==> src/rtl/cmp_pkg.sv <==
//------------------------------------------------------------------------------
// Module  : cmp_pkg
// Brief   : Shared types and constants for seq_magnitude_comparator.
// Revision: 1.0
//------------------------------------------------------------------------------
`default_nettype none

package cmp_pkg;

    localparam int DEFAULT_WIDTH = 16;
    localparam int DEFAULT_CHUNK = 4;
    localparam int NCHUNK        = DEFAULT_WIDTH / DEFAULT_CHUNK;

    typedef enum logic [1:0] {
        IDLE = 2'd0,
        CMP  = 2'd1,
        DONE = 2'd2
    } state_t;

    // Result encoding: {gt, eq, lt}
    localparam logic [2:0] RES_NONE = 3'b000;
    localparam logic [2:0] RES_GT   = 3'b100;
    localparam logic [2:0] RES_EQ   = 3'b010;
    localparam logic [2:0] RES_LT   = 3'b001;

    function automatic int idx_width(input int n);
        return (n > 1) ? $clog2(n) : 1;
    endfunction

endpackage

`default_nettype wire

==> src/rtl/cmp_chunk_slice.sv <==
//------------------------------------------------------------------------------
// Module  : cmp_chunk_slice
// Brief   : Combinational CHUNK-bit unsigned magnitude compare.
// Revision: 1.0
//------------------------------------------------------------------------------
`default_nettype none

module cmp_chunk_slice #(
    parameter int CHUNK = 4
) (
    input  logic [CHUNK-1:0] a,
    input  logic [CHUNK-1:0] b,
    output logic             gt,
    output logic             eq,
    output logic             lt
);

    assign gt = (a > b);
    assign eq = (a == b);
    assign lt = (a < b);

endmodule

`default_nettype wire

==> src/rtl/seq_magnitude_comparator.sv <==
//------------------------------------------------------------------------------
// Module  : seq_magnitude_comparator
// Brief   : Multi-cycle MSB-first chunked magnitude comparator with early exit.
//           Optional min/max outputs are enabled by defining CMP_MINMAX_EN.
// Revision: 1.0
//------------------------------------------------------------------------------
`default_nettype none

module seq_magnitude_comparator
    import cmp_pkg::*;
#(
    parameter int WIDTH = 16,
    parameter int CHUNK = 4
) (
    input  logic             clk,
    input  logic             rst_n,
    input  logic             in_valid,
    output logic             in_ready,
    input  logic [WIDTH-1:0] a,
    input  logic [WIDTH-1:0] b,
    input  logic             signed_mode,
    output logic             out_valid,
    input  logic             out_ready,
    output logic             gt_out,
    output logic             eq_out,
    output logic             lt_out
`ifdef CMP_MINMAX_EN
    ,
    output logic [WIDTH-1:0] min_out,
    output logic [WIDTH-1:0] max_out
`endif
);

    localparam int N_CHUNK = WIDTH / CHUNK;
    localparam int IDX_W   = idx_width(N_CHUNK);

    state_t             state;
    logic [IDX_W-1:0]   idx;
    logic [WIDTH-1:0]   a_q;
    logic [WIDTH-1:0]   b_q;
    logic [2:0]         result;
    logic [CHUNK-1:0]   a_chunks [N_CHUNK];
    logic [CHUNK-1:0]   b_chunks [N_CHUNK];
    logic               s_gt;
    logic               s_eq;
    logic               s_lt;

`ifdef CMP_MINMAX_EN
    logic [WIDTH-1:0]   a_raw;
    logic [WIDTH-1:0]   b_raw;
`endif

    generate
        for (genvar g = 0; g < N_CHUNK; g++) begin : g_chunks
            assign a_chunks[g] = a_q[g*CHUNK +: CHUNK];
            assign b_chunks[g] = b_q[g*CHUNK +: CHUNK];
        end
    endgenerate

    cmp_chunk_slice #(.CHUNK(CHUNK)) u_slice (
        .a  (a_chunks[idx]),
        .b  (b_chunks[idx]),
        .gt (s_gt),
        .eq (s_eq),
        .lt (s_lt)
    );

    assign gt_out = result[2];
    assign eq_out = result[1];
    assign lt_out = result[0];

    always_ff @(posedge clk or negedge rst_n) begin
        if (!rst_n) begin
            state     <= IDLE;
            in_ready  <= 1'b1;
            out_valid <= 1'b0;
            result    <= RES_NONE;
            idx       <= IDX_W'(N_CHUNK - 1);
            a_q       <= '0;
            b_q       <= '0;
`ifdef CMP_MINMAX_EN
            a_raw     <= '0;
            b_raw     <= '0;
            min_out   <= '0;
            max_out   <= '0;
`endif
        end else begin
            case (state)
                IDLE: begin
                    if (in_valid && in_ready) begin
                        // Flipping the sign bit maps two's-complement order onto unsigned order
                        a_q      <= {a[WIDTH-1] ^ signed_mode, a[WIDTH-2:0]};
                        b_q      <= {b[WIDTH-1] ^ signed_mode, b[WIDTH-2:0]};
`ifdef CMP_MINMAX_EN
                        a_raw    <= a;
                        b_raw    <= b;
`endif
                        result   <= RES_NONE;
                        idx      <= IDX_W'(N_CHUNK - 1);
                        in_ready <= 1'b0;
                        state    <= CMP;
                    end
                end
                CMP: begin
                    if (!s_eq) begin
                        result    <= s_gt ? RES_GT : (s_lt ? RES_LT : RES_NONE);
                        out_valid <= 1'b1;
                        state     <= DONE;
`ifdef CMP_MINMAX_EN
                        min_out   <= s_gt ? b_raw : a_raw;
                        max_out   <= s_gt ? a_raw : b_raw;
`endif
                    end else if (idx == '0) begin
                        result    <= RES_EQ;
                        out_valid <= 1'b1;
                        state     <= DONE;
`ifdef CMP_MINMAX_EN
                        min_out   <= a_raw;
                        max_out   <= a_raw;
`endif
                    end else begin
                        idx <= idx - 1'b1;
                    end
                end
                DONE: begin
                    if (out_ready) begin
                        out_valid <= 1'b0;
                        result    <= RES_NONE;
                        in_ready  <= 1'b1;
                        state     <= IDLE;
                    end
                end
                default: begin
                    state     <= IDLE;
                    in_ready  <= 1'b1;
                    out_valid <= 1'b0;
                    result    <= RES_NONE;
                end
            endcase
        end
    end

endmodule

`default_nettype wire

==> config.mk <==
export PLATFORM = sky130hd
export DESIGN_NAME = seq_magnitude_comparator
export DESIGN_NICKNAME = d
export VERILOG_FILES = /design/src/rtl/cmp_pkg.sv /design/src/rtl/cmp_chunk_slice.sv /design/src/rtl/seq_magnitude_comparator.sv
export SDC_FILE = /design/constraint.sdc
export NUM_CORES = 1
export LEC_CHECK = 0
export ABC_AREA = 1
export CAP_MARGIN = 40
export CORE_AREA = 4 4 74 76
export CTS_BUF_LIST = sky130_fd_sc_hd__clkbuf_2
export CTS_CLUSTER_SIZE = 16
export DETAILED_ROUTE_END_ITERATION = 12
export DIE_AREA = 0 0 78 80
export GPL_ROUTABILITY_DRIVEN = 1
export PLACE_DENSITY = 0.67
export RECOVER_POWER = 100
export SKIP_CTS_REPAIR_TIMING = 1
export SYNTH_ARGS = -nofsm -noshare
export SYNTH_HDL_FRONTEND = slang
export SYNTH_SLANG_ARGS = --single-unit
export TNS_END_PERCENT = 10
==> constraint.sdc <==
create_clock -name clk -period 3.4 [get_ports clk]
set_input_delay 0.68 -clock clk [delete_from_list [all_inputs] [get_ports clk]]
set_output_delay 0.68 -clock clk [all_outputs]
set_load 0.02 [all_outputs]
# After elaboration in Yosys (flattened, before gate mapping)
# Cells that the tools add are included.
# totals
elab_cells	62
out_inout_bits	5
in_bits	37
regBits	41
# classes
bitwise	5
n_lt_le_gt_ge	3
n_reduce_logical	9
eq_ne	8
n_mux	29
add_sub_neg	1
# op_table
operator	count
$bmux 4 s2	2
$mux 4	4
$mux 3	5
$mux 2	7
$pmux 3 s3	1
$reduce_and 3->1	3
$ne 2x2->1 const B	4
$mux 1	6
$pmux 1 s3	2
$pmux 2 s3	1
$eq 4x4->1	1
$gt 4x4->1	1
$logic_not 2->1	2
$lt 4x4->1	1
$pmux 2 s2	1
$reduce_and 4->1	1
$ge 3x3->1 const B	1
$ne 3x3->1 const B	1
$not 2->3	1
$eq 2x1->1 const B	1
$eq 2x2->1 const B	1
$not 1->1	2
$reduce_and 2->1	1
$reduce_bool 2->1	1
3 further kinds	4

# Logic depth before layout (Yosys ltp)
# Gate-level depths: netlist of run 1.
# depth
word_depth	9
mapped_depth	13
mapped_depth_nobuf	11

# Modules after synthesis
# From an unflattened synthesis of run 1, not the netlist that was laid out.
# hier_totals
cells_unflattened	251
hier_area_um2	2010.7
# by_module_without_submodules
module	cells_each	instances	area_each_um2
seq_magnitude_comparator	231	1	1895.6
cmp_chunk_slice	20	1	115.1

# Worst setup path after synthesis of run 1
# No wires, ideal clock.
# synth_path
kind	reg2reg
from	register idx[0]
to	register out_valid
synth_period_minus_slack_ns	1.920
required_ns	3.276
path_stages_with_launch	12
setup_time_ns	0.124
slack_ns	1.480
arrival_ns	1.795
path_cell_list	dfstp_2 -> buf_2 -> inv_2 -> buf_4 -> o21ai_0 -> o22ai_1 -> ha_1 -> nand2_1 -> inv_1 -> nand2_1 -> o21ai_0 -> nand2_1
# synth_via
elab_chain_len	7
elab_cells_between_ends	13
classes_between	2 x eq/ne; 8 x mux; 1 x bitwise; 2 x reduce/logical
# synth_rtl
item	line	rtl
start: declaration	seq_magnitude_comparator.sv:38	logic [IDX_W-1:0] idx;
start signal: assignment	seq_magnitude_comparator.sv:78	idx <= IDX_W'(N_CHUNK - 1);
start signal: assignment	seq_magnitude_comparator.sv:99	idx <= IDX_W'(N_CHUNK - 1);
start signal: assignment	seq_magnitude_comparator.sv:122	idx <= idx - 1'b1;
$not 2->3 (implied by the code)	seq_magnitude_comparator.sv:61, seq_magnitude_comparator.sv:62	
$bmux 4 s2, on equally long branches	seq_magnitude_comparator.sv:61, seq_magnitude_comparator.sv:62	
$mux 4, on equally long branches (2 in a row)	seq_magnitude_comparator.sv:61, seq_magnitude_comparator.sv:62	
$eq 4x4->1	cmp_chunk_slice.sv:19	assign eq = (a == b);
$ne 3x3->1 (no source line) / $mux 1 (equally long branches)	-	
$reduce_and 3->1 (no source line) / $pmux 1 s3 (equally long branches)	-	
end signal: assignment	seq_magnitude_comparator.sv:76	out_valid <= 1'b0;
end signal: assignment	seq_magnitude_comparator.sv:107	out_valid <= 1'b1;
end signal: assignment	seq_magnitude_comparator.sv:115	out_valid <= 1'b1;
end: declaration	seq_magnitude_comparator.sv:22	output logic out_valid,
# Several ways; a longest one is shown, not always the timed one. The select of a mux whose other input is x is not followed.
# A chain may end at the register's enable or synchronous reset.

# Worst setup path after layout of run 1
# layout_path
from	register idx[0]
to	register idx[0]
# layout_via
elab_chain_len	7
elab_cells_between_ends	16
classes_between	1 x add/sub; 3 x eq/ne; 9 x mux; 1 x bitwise; 2 x reduce/logical
# layout_rtl
item	line
$not 2->3 (implied by the code)	seq_magnitude_comparator.sv:61, seq_magnitude_comparator.sv:62
$bmux 4 s2, on equally long branches	seq_magnitude_comparator.sv:61, seq_magnitude_comparator.sv:62
$mux 4, on equally long branches (2 in a row)	seq_magnitude_comparator.sv:61, seq_magnitude_comparator.sv:62
$eq 4x4->1	cmp_chunk_slice.sv:19
$ne 2x2->1 (no source line)	-
$reduce_and 4->1 (no source line)	-
# Several ways; a longest one is shown, not always the timed one. The select of a mux whose other input is x is not followed.

==> results of run 1 <==
==> registers in the layout, indices dropped and copies added (netlist names) <==
name,flops
idx,2
out_valid,1
in_ready,1
result,3
a_q,16
b_q,16
state,2
==> worst paths after layout <==
path | end | slack [ps] | cells past startpoint
hold / removal | result[2] | 220 | 1
hold reg to reg | result[0] | 490 | 2
setup reg to reg | idx[0] | 920 | 11
min in group clk | result[0] | 490 | 2
max in group asynchronous | a_q[1] | 1320 | 2
setup / recovery | idx[0] | 920 | 11
==> critical path: cells and delay by family, from the launching register on <==
kind                     cells  cell delay, ps
AO/OA/AOI/OAI                2             340
adder cells (fa/ha/maj)      1             320
AND/OR/NAND/NOR              6             540
buffers and inverters        2             320
flip-flops                   1             930
==> area by class of cell <==
cell class              count  area (µm²)  area share
clock buffers               5        25.0      0.0101
inverters                  13        48.8      0.0197
repair buffers             42         408       0.165
multi-input cells         190         865       0.350
flip-flops and latches     41        1030       0.416
clock inverters             3        12.5     0.00506
well taps                  67        83.8      0.0339
==> kinds of logic (layout without fill, tap and decap cells) <==
group | after synthesis | in the layout | share of synthesized area
AO/OA/AOI/OAI | 31 | 31 | 0.0881
XOR/XNOR | 2 | 2 | 0.00869
adder cells (fa/ha/maj) | 5 | 5 | 0.0310
buffers and inverters | 23 | 63 | 0.0596
flip-flops | 41 | 41 | 0.511
AND/OR/NAND/NOR | 152 | 152 | 0.302
==> cells in the mapped netlist <==
cell | instances | area (µm²)
a21oi_1 | 1 | 5.00
buf_2 | 5 | 25.0
buf_4 | 1 | 7.51
buf_6 | 3 | 33.8
clkbuf_2 | 1 | 5.00
dfrtp_1 | 38 | 951
dfstp_2 | 3 | 78.8
ha_1 | 5 | 62.6
inv_1 | 11 | 41.3
inv_2 | 2 | 7.51
nand2_1 | 123 | 462
nand2_2 | 1 | 6.26
nand3_1 | 6 | 30.0
nand3_4 | 1 | 17.5
nor2_1 | 19 | 71.3
nor2_4 | 2 | 22.5
o21ai_0 | 21 | 105
o21bai_1 | 1 | 7.51
o22a_1 | 4 | 35.0
o22ai_1 | 4 | 25.0
xnor2_1 | 2 | 17.5
==> routing by layer <==
metal  track usage  vias to the layer above  wire length (µm)
met1         0.183                      799              1960
met5             0                        -                 0
met3        0.0440                        5               214
met4        0.0367                        0                51
li1              -                      874                 -
met2         0.232                       33              2010
==> power by group through the flow <==
stage	registers (mW)	logic, mW	clock network, mW
2_1_floorplan	0.839	0.819	0
3_3_place_gp	0.894	0.996	0
3_5_place_dp	0.893	1.03	0
4_1_cts	0.883	1.03	0.214
5_1_grt	0.911	1.17	0.232
6_report	0.878	1.01	0.210
==> flow_summary_export.csv, run 1 <==
group,metric,value,unit
run_status,outcome,"complete, but fails checks",
run_status,violations,"max-capacitance violations, max-slew violations",
cells_and_area,final_cell_mix,"nand2_1 (124), dfrtp_1 (38), clkdlybuf4s50_1 (34)",
timing,slew_violations,30,
hold_path,hold_class,"primary input to asynchronous set/reset pin",
timing,setup-violations-final,0,
worst_setup_path,arrival,2850,ps
timing,final.setup.worst_slack,917,ps
cts,clock_sink_count,41,
grt,grt_max_degree,37,
grt,grt_pass1_vias,1525,
placement,port_buffers,41,
yosys,seq_area_frac_synth,0.511,
timing,tns,0,ps
worst_setup_path,end_kind,"flip-flop",
grt,overflow,0,
detailed_routing,dr_total_vias,1711,
grt,grt_use_total,0.142,
worst_setup_path,path_cells,"inv_2 > o21ai_0 > o22ai_1 > ha_1 > nand2_1 > inv_1 > nand2_1 > nand2_1 > nand2_1 > nand2_1 > nand2_1",
grt,grt_pass1_wl,6.99,mm
detailed_routing,drc,0,
worst_setup_path,cp.required,3770,ps
pwr,internal-power,1.17,mW
pwr,switchingPower,932,µW
detailed_routing,ant_nets,0,
cells_and_area,design_area,2470,µm²
detailed_routing,routedWlPerCell,11.7,µm
timing,holdWs,220,ps
timing,tightest_slew,1540,ps
placement,dp_cells,353,
cells_and_area,layout_commonest_cell,"nand2_1",
floorplanning,core-area,4720,µm²
cts,insertion_delay,420,ps
cts,cts_buffers,5,
cells_and_area,layout.nets,335,
worst_setup_path,cpPeakStageDelay,930,ps
worst_setup_path,startpoint,"idx[0]",
pwr,pwr-share-clk,0.100,
timing,relSlewSlack,-0.0256,
detailed_routing,first_pass_iters,4,
detailed_routing,via_per_inst,4.74,
placement,dp_slack,1040,ps
pwr,peakVddDrop,0.308,mV
yosys,syn_avg_cell_area,7.94,µm²
floorplanning,die-area,6240,µm²
pwr,seq_power_share,0.419,
yosys,ys_types,21,
cts,cts_max_level,2,
cts,cts_tree,"yes",
cts,clockRootBuffer,"clkbuf_2",
cts,cts.reportedPaths.clkPinSlew,220,ps
worst_setup_path,crit_top_cell,"nand2_1",
timing,period_needed,2480,ps
cells_and_area,nFillCells,480,
placement,place_congestion,0.760,
placement,place_area,2450,µm²
yosys,ys_ff_latch,41,
grt,antenna_found_initial,0,
floorplanning,io_pins,42,
cts,clock_path_buffers,2,
worst_setup_path,crit_path_top_delay_cell,"dfstp_1",
yosys,syn_area,2020,µm²
cells_and_area,drive_gt1_frac,0.0408,
floorplanning,initial_core_util,0.427,
worst_setup_path,crit_path_start_kind,"flip-flop",
timing,final-hold-violation-count,0,
timing,clock-skew-final,22.1,ps
worst_setup_path,regToRegStartpoint,"idx[0]",
cells_and_area,post-route-util,0.523,
run,drv_cap,1,
placement,dpl.hpwl,2.95,mm
cells_and_area,area_delta_synth_final,22.6,%
detailed_routing,drt_wl_total,4.23,mm
pwr,p_leak,1.27,nW
floorplanning,die_height,80,µm
pwr,p_comb_frac,0.481,
pwr,power_density,849,nW/µm²
detailed_routing,drt_iter0_markers,78,
floorplanning,rows,25,
pwr,fin_total_pwr,2.10,mW
timing,fin_crit_sh,0.730,
timing,rsz0062_at_grt,"false",
worst_setup_path,critPathKind,"flip-flop to flip-flop",
yosys,yosys_warnings,0,
yosys,synthCells,254,
cells_and_area,antenna_cells,0,
yosys,synth_fp_nets,296,
pwr,switching_share,0.444,
cells_and_area,instances_no_fill,361,
floorplanning,dieWidth,78,µm
worst_setup_path,cp_max_fo,19,
timing,fmax,403,MHz
(Power assumes the default switching activity.)
==> run 2: changes to the inputs <==
- PLACE_DENSITY: 0.67 -> 0.7
- clock period: 3.4 -> 2.1 ns (I/O delays scaled with it)
==> run 2 against run 1 <==
Against the previous run:
- non-clock buffer count up 5
- cell count rose by 1.4%
- clock power is 110% higher
- sequential share of layout area down 1.1 points
- final area increased by 2.7%
- routed wire length down 1.6%
- combinational power is 70% higher
- power is 71% higher
- flip-flop and latch count unchanged
- the run now ends clean
- via count fell by 1.1%
- die area unchanged
==> flow_summary_export.csv, run 2 (same netlist as run 1, synthesis figures left out) <==
group,metric,value,unit
cells_and_area,drive_gt1_frac,0.0736,
floorplanning,io_pins,42,
timing,setup-violations-final,0,
worst_setup_path,timing.reg2reg.worst_path_depth,11,
floorplanning,dieWidth,78,µm
cts,cts.reportedPaths.clkPinSlew,200,ps
worst_setup_path,cpPeakStageDelay,640,ps
timing,fin_crit_sh,0.959,
worst_setup_path,crit_top_cell,"nand2_1",
timing,clock-skew-final,13.6,ps
worst_setup_path,critPathKind,"flip-flop to flip-flop",
grt,antenna_found_initial,0,
timing,relSlewSlack,0.359,
placement,dp_cells,355,
grt,overflow,0,
cts,cts_buffers,5,
cts,clockRootBuffer,"clkbuf_2",
placement,dp_slack,69.4,ps
timing,slew_violations,0,
worst_setup_path,cp.required,2440,ps
hold_path,hold_class,"primary input to asynchronous set/reset pin",
cells_and_area,reg_top3,"a_q x16, b_q x16, result x3",
pwr,power_density,1410,nW/µm²
cells_and_area,nFillCells,474,
placement,place_congestion,0.766,
placement,place_area,2460,µm²
cts,clock_path_buffers,2,
grt,grt_pass1_vias,1548,
worst_setup_path,worstSetupEndpoint,"idx[0]",
timing,period_needed,2010,ps
run_status,outcome,"complete, no violations",
detailed_routing,ant_nets,0,
worst_setup_path,r2r_slack,90,ps
timing,final.setup.worst_slack,85.2,ps
floorplanning,core-area,4720,µm²
worst_setup_path,crit_path_top_delay_cell,"dfstp_2",
detailed_routing,drc,0,
detailed_routing,dr_total_vias,1693,
worst_setup_path,critPathBufInv,2,
cells_and_area,final_cell_mix,"nand2_1 (123), dfrtp_1 (38), clkdlybuf4s50_1 (37)",
floorplanning,die-area,6240,µm²
detailed_routing,drt_wl_total,4.17,mm
worst_setup_path,cp.depth,11,
grt,grt_pass1_wl,6.99,mm
detailed_routing,via_per_inst,4.63,
pwr,fin_total_pwr,3.59,mW
worst_setup_path,r2r_end,"idx[0]",
floorplanning,initial_core_util,0.427,
floorplanning,rows,25,
timing,final-hold-violation-count,0,
pwr,peakVddDrop,0.588,mV
timing,fmax,496,MHz
cells_and_area,design_area,2540,µm²
worst_setup_path,crit_path_start_kind,"flip-flop",
timing,holdWs,242,ps
worst_setup_path,path_cells,"inv_2 > o21ai_0 > o22ai_1 > ha_1 > nand2_1 > inv_1 > nand2_1 > nand2_1 > nand2_1 > nand2_1 > nand2_1",
cells_and_area,area_delta_synth_final,25.9,%
run,drv_cap,0,
worst_setup_path,regToRegStartpoint,"idx[0]",
cells_and_area,layout.nets,340,
detailed_routing,first_pass_iters,5,
worst_setup_path,cp_max_fo,17,
worst_setup_path,arrival,2360,ps
placement,dpl.hpwl,3.00,mm
detailed_routing,routedWlPerCell,11.4,µm
cts,cts_max_level,2,
floorplanning,die_height,80,µm
detailed_routing,drt_iter0_markers,51,
timing,tightest_slew,961,ps
cts,clock_sink_count,41,
placement,port_buffers,41,
timing,rsz0062_at_grt,"true",
grt,grt_max_degree,42,
worst_setup_path,path_delay_family,"flip-flops",
cells_and_area,instances_no_fill,366,
cells_and_area,layout_commonest_cell,"nand2_1",
worst_setup_path,startpoint,"idx[0]",
cts,cts_tree,"yes",
worst_setup_path,end_kind,"flip-flop",
pwr,p_leak,1.31,nW
grt,grt_use_total,0.141,
cts,insertion_delay,380,ps
cells_and_area,antenna_cells,0,
## run 2: per-layer routing
metal	vias to the layer above	GRT usage	part of all wire
met5	-	0	0
met4	0	0.0472	0.0058
met3	2	0.0350	0.049
met2	34	0.224	0.48
met1	771	0.187	0.47
li1	886	-	-
## run 2: where the power goes
part / total, mW / switching, mW / internal (mW)
clock: 0.448 / 0.245 / 0.203
combinational: 1.72 / 0.998 / 0.722
sequential: 1.42 / 0.260 / 1.16
total: 3.59 / 1.50 / 2.09
## run 2: per-stage QoR
stage	utilization	setup TNS, ps
3_5_place_dp	0.520	0
4_1_cts	0.534	0
6_report	0.537	0
5_1_grt	0.537	-223
3_3_place_gp	0.520	0
2_1_floorplan	-	0
## run 2: worst min path at each step
stage	startpoint	to	slack, ps	cells after the start
detailed placement	a_q[6]	a_q[6]	460	2
global route	rst_n	a_q[10]	300	2
floorplan	rst_n	a_q[0]	120	0
global placement	out_valid	out_valid	460	2
CTS	rst_n	a_q[1]	60	2
finish	rst_n	a_q[1]	240	2
## run 2: layout make-up
type / instances / area, µm² / area share
Timing Repair Buffer: 47 / 445 / 0.175
Clock buffer: 6 / 30.0 / 0.0118
Clock inverter: 2 / 33.8 / 0.0133
Inverter: 13 / 48.8 / 0.0192
Multi-Input combinational cell: 190 / 867 / 0.342
Sequential cell: 41 / 1030 / 0.406
Tap cell: 67 / 83.8 / 0.0330
## run 2: worst reg2reg max path, delay by kind of cell, from the launching register on
kind | cells | cell delay [ps]
DFF | 1 | 640
buffers and inverters | 2 | 200
and+or+nand+nor | 6 | 550
adders and majority gates | 1 | 320
AOI/OAI and AO/OA | 2 | 270
==> run 3: changes to the inputs <==
--- a/config.mk
+++ b/config.mk
@@ -14,5 +14,5 @@
 export DIE_AREA = 0 0 78 80
 export GPL_ROUTABILITY_DRIVEN = 1
-export PLACE_DENSITY = 0.7
+export PLACE_DENSITY = 0.75
 export RECOVER_POWER = 100
 export SKIP_CTS_REPAIR_TIMING = 1
==> constraint.sdc (replaced) <==
create_clock -name clk -period 2.1 [get_ports clk]
set_input_delay 0.42 -clock clk [delete_from_list [all_inputs] [get_ports clk]]
set_output_delay 0.42 -clock clk [all_outputs]
set_load 0.005 [all_outputs]
==> run 3 against run 2 <==
Against the previous run:
- combinational power is 7% higher
- non-clock buffer count grew 6
- final area is 1.0% higher
- clock power is 25% lower
- flip-flop and latch count is the same
- utilization is 0.56 points higher
==> flow_summary_export.csv, run 3 (same netlist as run 1, synthesis figures left out) <==
group,metric,value,unit
timing,slew_violations,0,
cts,cts_tree,"yes",
grt,grt_use_total,0.147,
timing,final-hold-violation-count,0,
cts,cts_max_level,2,
cells_and_area,final_cell_mix,"nand2_1 (120), dfrtp_1 (38), clkdlybuf4s50_1 (36)",
floorplanning,dieWidth,78,µm
timing,final.setup.worst_slack,130,ps
cts,cts.reportedPaths.clkPinSlew,210,ps
timing,fmax,508,MHz
floorplanning,core-area,4720,µm²
grt,grt_pass1_vias,1593,
worst_setup_path,arrival,2310,ps
pwr,p_leak,1.32,nW
detailed_routing,via_per_inst,4.66,
floorplanning,rows,25,
grt,grt_max_degree,42,
placement,place_congestion,0.824,
placement,dpl.hpwl,3.21,mm
hold_path,hold_class,"primary input to asynchronous set/reset pin",
detailed_routing,drc,0,
cts,cts_buffers,5,
run,drv_cap,0,
detailed_routing,first_pass_iters,4,
timing,setup-violations-final,0,
timing,clock-skew-final,10.0,ps
cts,clock_path_buffers,2,
detailed_routing,drt_iter0_markers,106,
detailed_routing,drt_wl_total,4.38,mm
grt,overflow,0,
run_status,outcome,"complete, no violations",
cts,clockRootBuffer,"clkbuf_2",
cells_and_area,design_area,2560,µm²
placement,dp_slack,34.1,ps
timing,tightest_slew,1010,ps
grt,antenna_found_initial,0,
worst_setup_path,cp.required,2440,ps
detailed_routing,ant_nets,0,
placement,dp_cells,358,
cells_and_area,reg_top3,"a_q x16, b_q x16, result x3",
cts,clock_sink_count,41,
detailed_routing,routedWlPerCell,11.8,µm
cells_and_area,layout.nets,346,
floorplanning,die_height,80,µm
placement,port_buffers,41,
placement,place_area,2480,µm²
worst_setup_path,cp_max_fo,6,
pwr,power_density,1400,nW/µm²
worst_setup_path,critPathKind,"flip-flop to flip-flop",
grt,grt_pass1_wl,7.26,mm
floorplanning,die-area,6240,µm²
cells_and_area,post-route-util,0.543,
timing,fin_crit_sh,0.938,
cells_and_area,antenna_cells,0,
cells_and_area,drive_gt1_frac,0.0984,
pwr,peakVddDrop,0.602,mV
worst_setup_path,crit_path_start_kind,"flip-flop",
cells_and_area,nFillCells,469,
floorplanning,initial_core_util,0.427,
detailed_routing,dr_total_vias,1734,
cells_and_area,area_delta_synth_final,27.2,%
cells_and_area,instances_no_fill,372,
cells_and_area,layout_commonest_cell,"nand2_1",
timing,period_needed,1970,ps
pwr,fin_total_pwr,3.58,mW
floorplanning,io_pins,42,
timing,relSlewSlack,0.323,
cts,insertion_delay,390,ps
worst_setup_path,end_kind,"flip-flop",
## run 3: changes by cell type in the layout (fill, tap and decap cells not counted), sizes merged
cell           change
dlygate4sd3        +1
buf                +5
bufinv             -1
clkinvlp           +1
clkinv             +1
clkdlybuf4s50      -1
## run 3: path summary, 6_finish.rpt
kind	startpoint	to	slack [ps]	cells past startpoint
hold reg to reg	out_valid	out_valid	490	2
max in group asynchronous	rst_n	b_q[15]	1250	2
min in group clk	out_valid	out_valid	490	2
setup reg to reg	idx[0]	result[2]	130	10
hold / removal	rst_n	a_q[1]	250	2
setup / recovery	idx[0]	result[2]	130	10
## run 3: power breakdown
part           switching [mW]  leakage (nW)  internal (mW)
Sequential              0.242         0.511           1.16
Combinational            1.05         0.779          0.791
Clock                   0.260        0.0287         0.0778
## run 3: through the flow
step	setup TNS [ps]	hold WS, ps
finish	0	246
global route	-0.943	283
CTS	-1.11	44.6
detailed placement	0	462
global placement	0	459
floorplan	0	124
## run 3: per-layer routing
layer / routed length [µm] / vias up / track usage
met1: 2080 / 781 / 0.207
met2: 2020 / 49 / 0.227
met3: 220 / 7 / 0.0350
li1: - / 897 / -
met4: 51 / 0 / 0.0420
met5: 0 / - / 0
## run 3: area by class of cell
class | count | area [µm²] | area share
clock inverters | 3 | 17.5 | 0.00683
clock buffers | 5 | 25.0 | 0.00976
well taps | 67 | 83.8 | 0.0327
inverters | 13 | 48.8 | 0.0190
multi-input cells | 190 | 871 | 0.340
repair buffers | 53 | 489 | 0.191
flip-flops and latches | 41 | 1030 | 0.401
## run 3: worst max-delay path, stage by stage (launching register included)
cell and delay (ps):
dfstp_2 640, buf_4 130, o21ai_0 90, o22a_1 210, ha_1 290, nand2_1 80, nor2_1 150, nand3_1 130
nand2_2 100, nand2_1 50, nand2_1 50
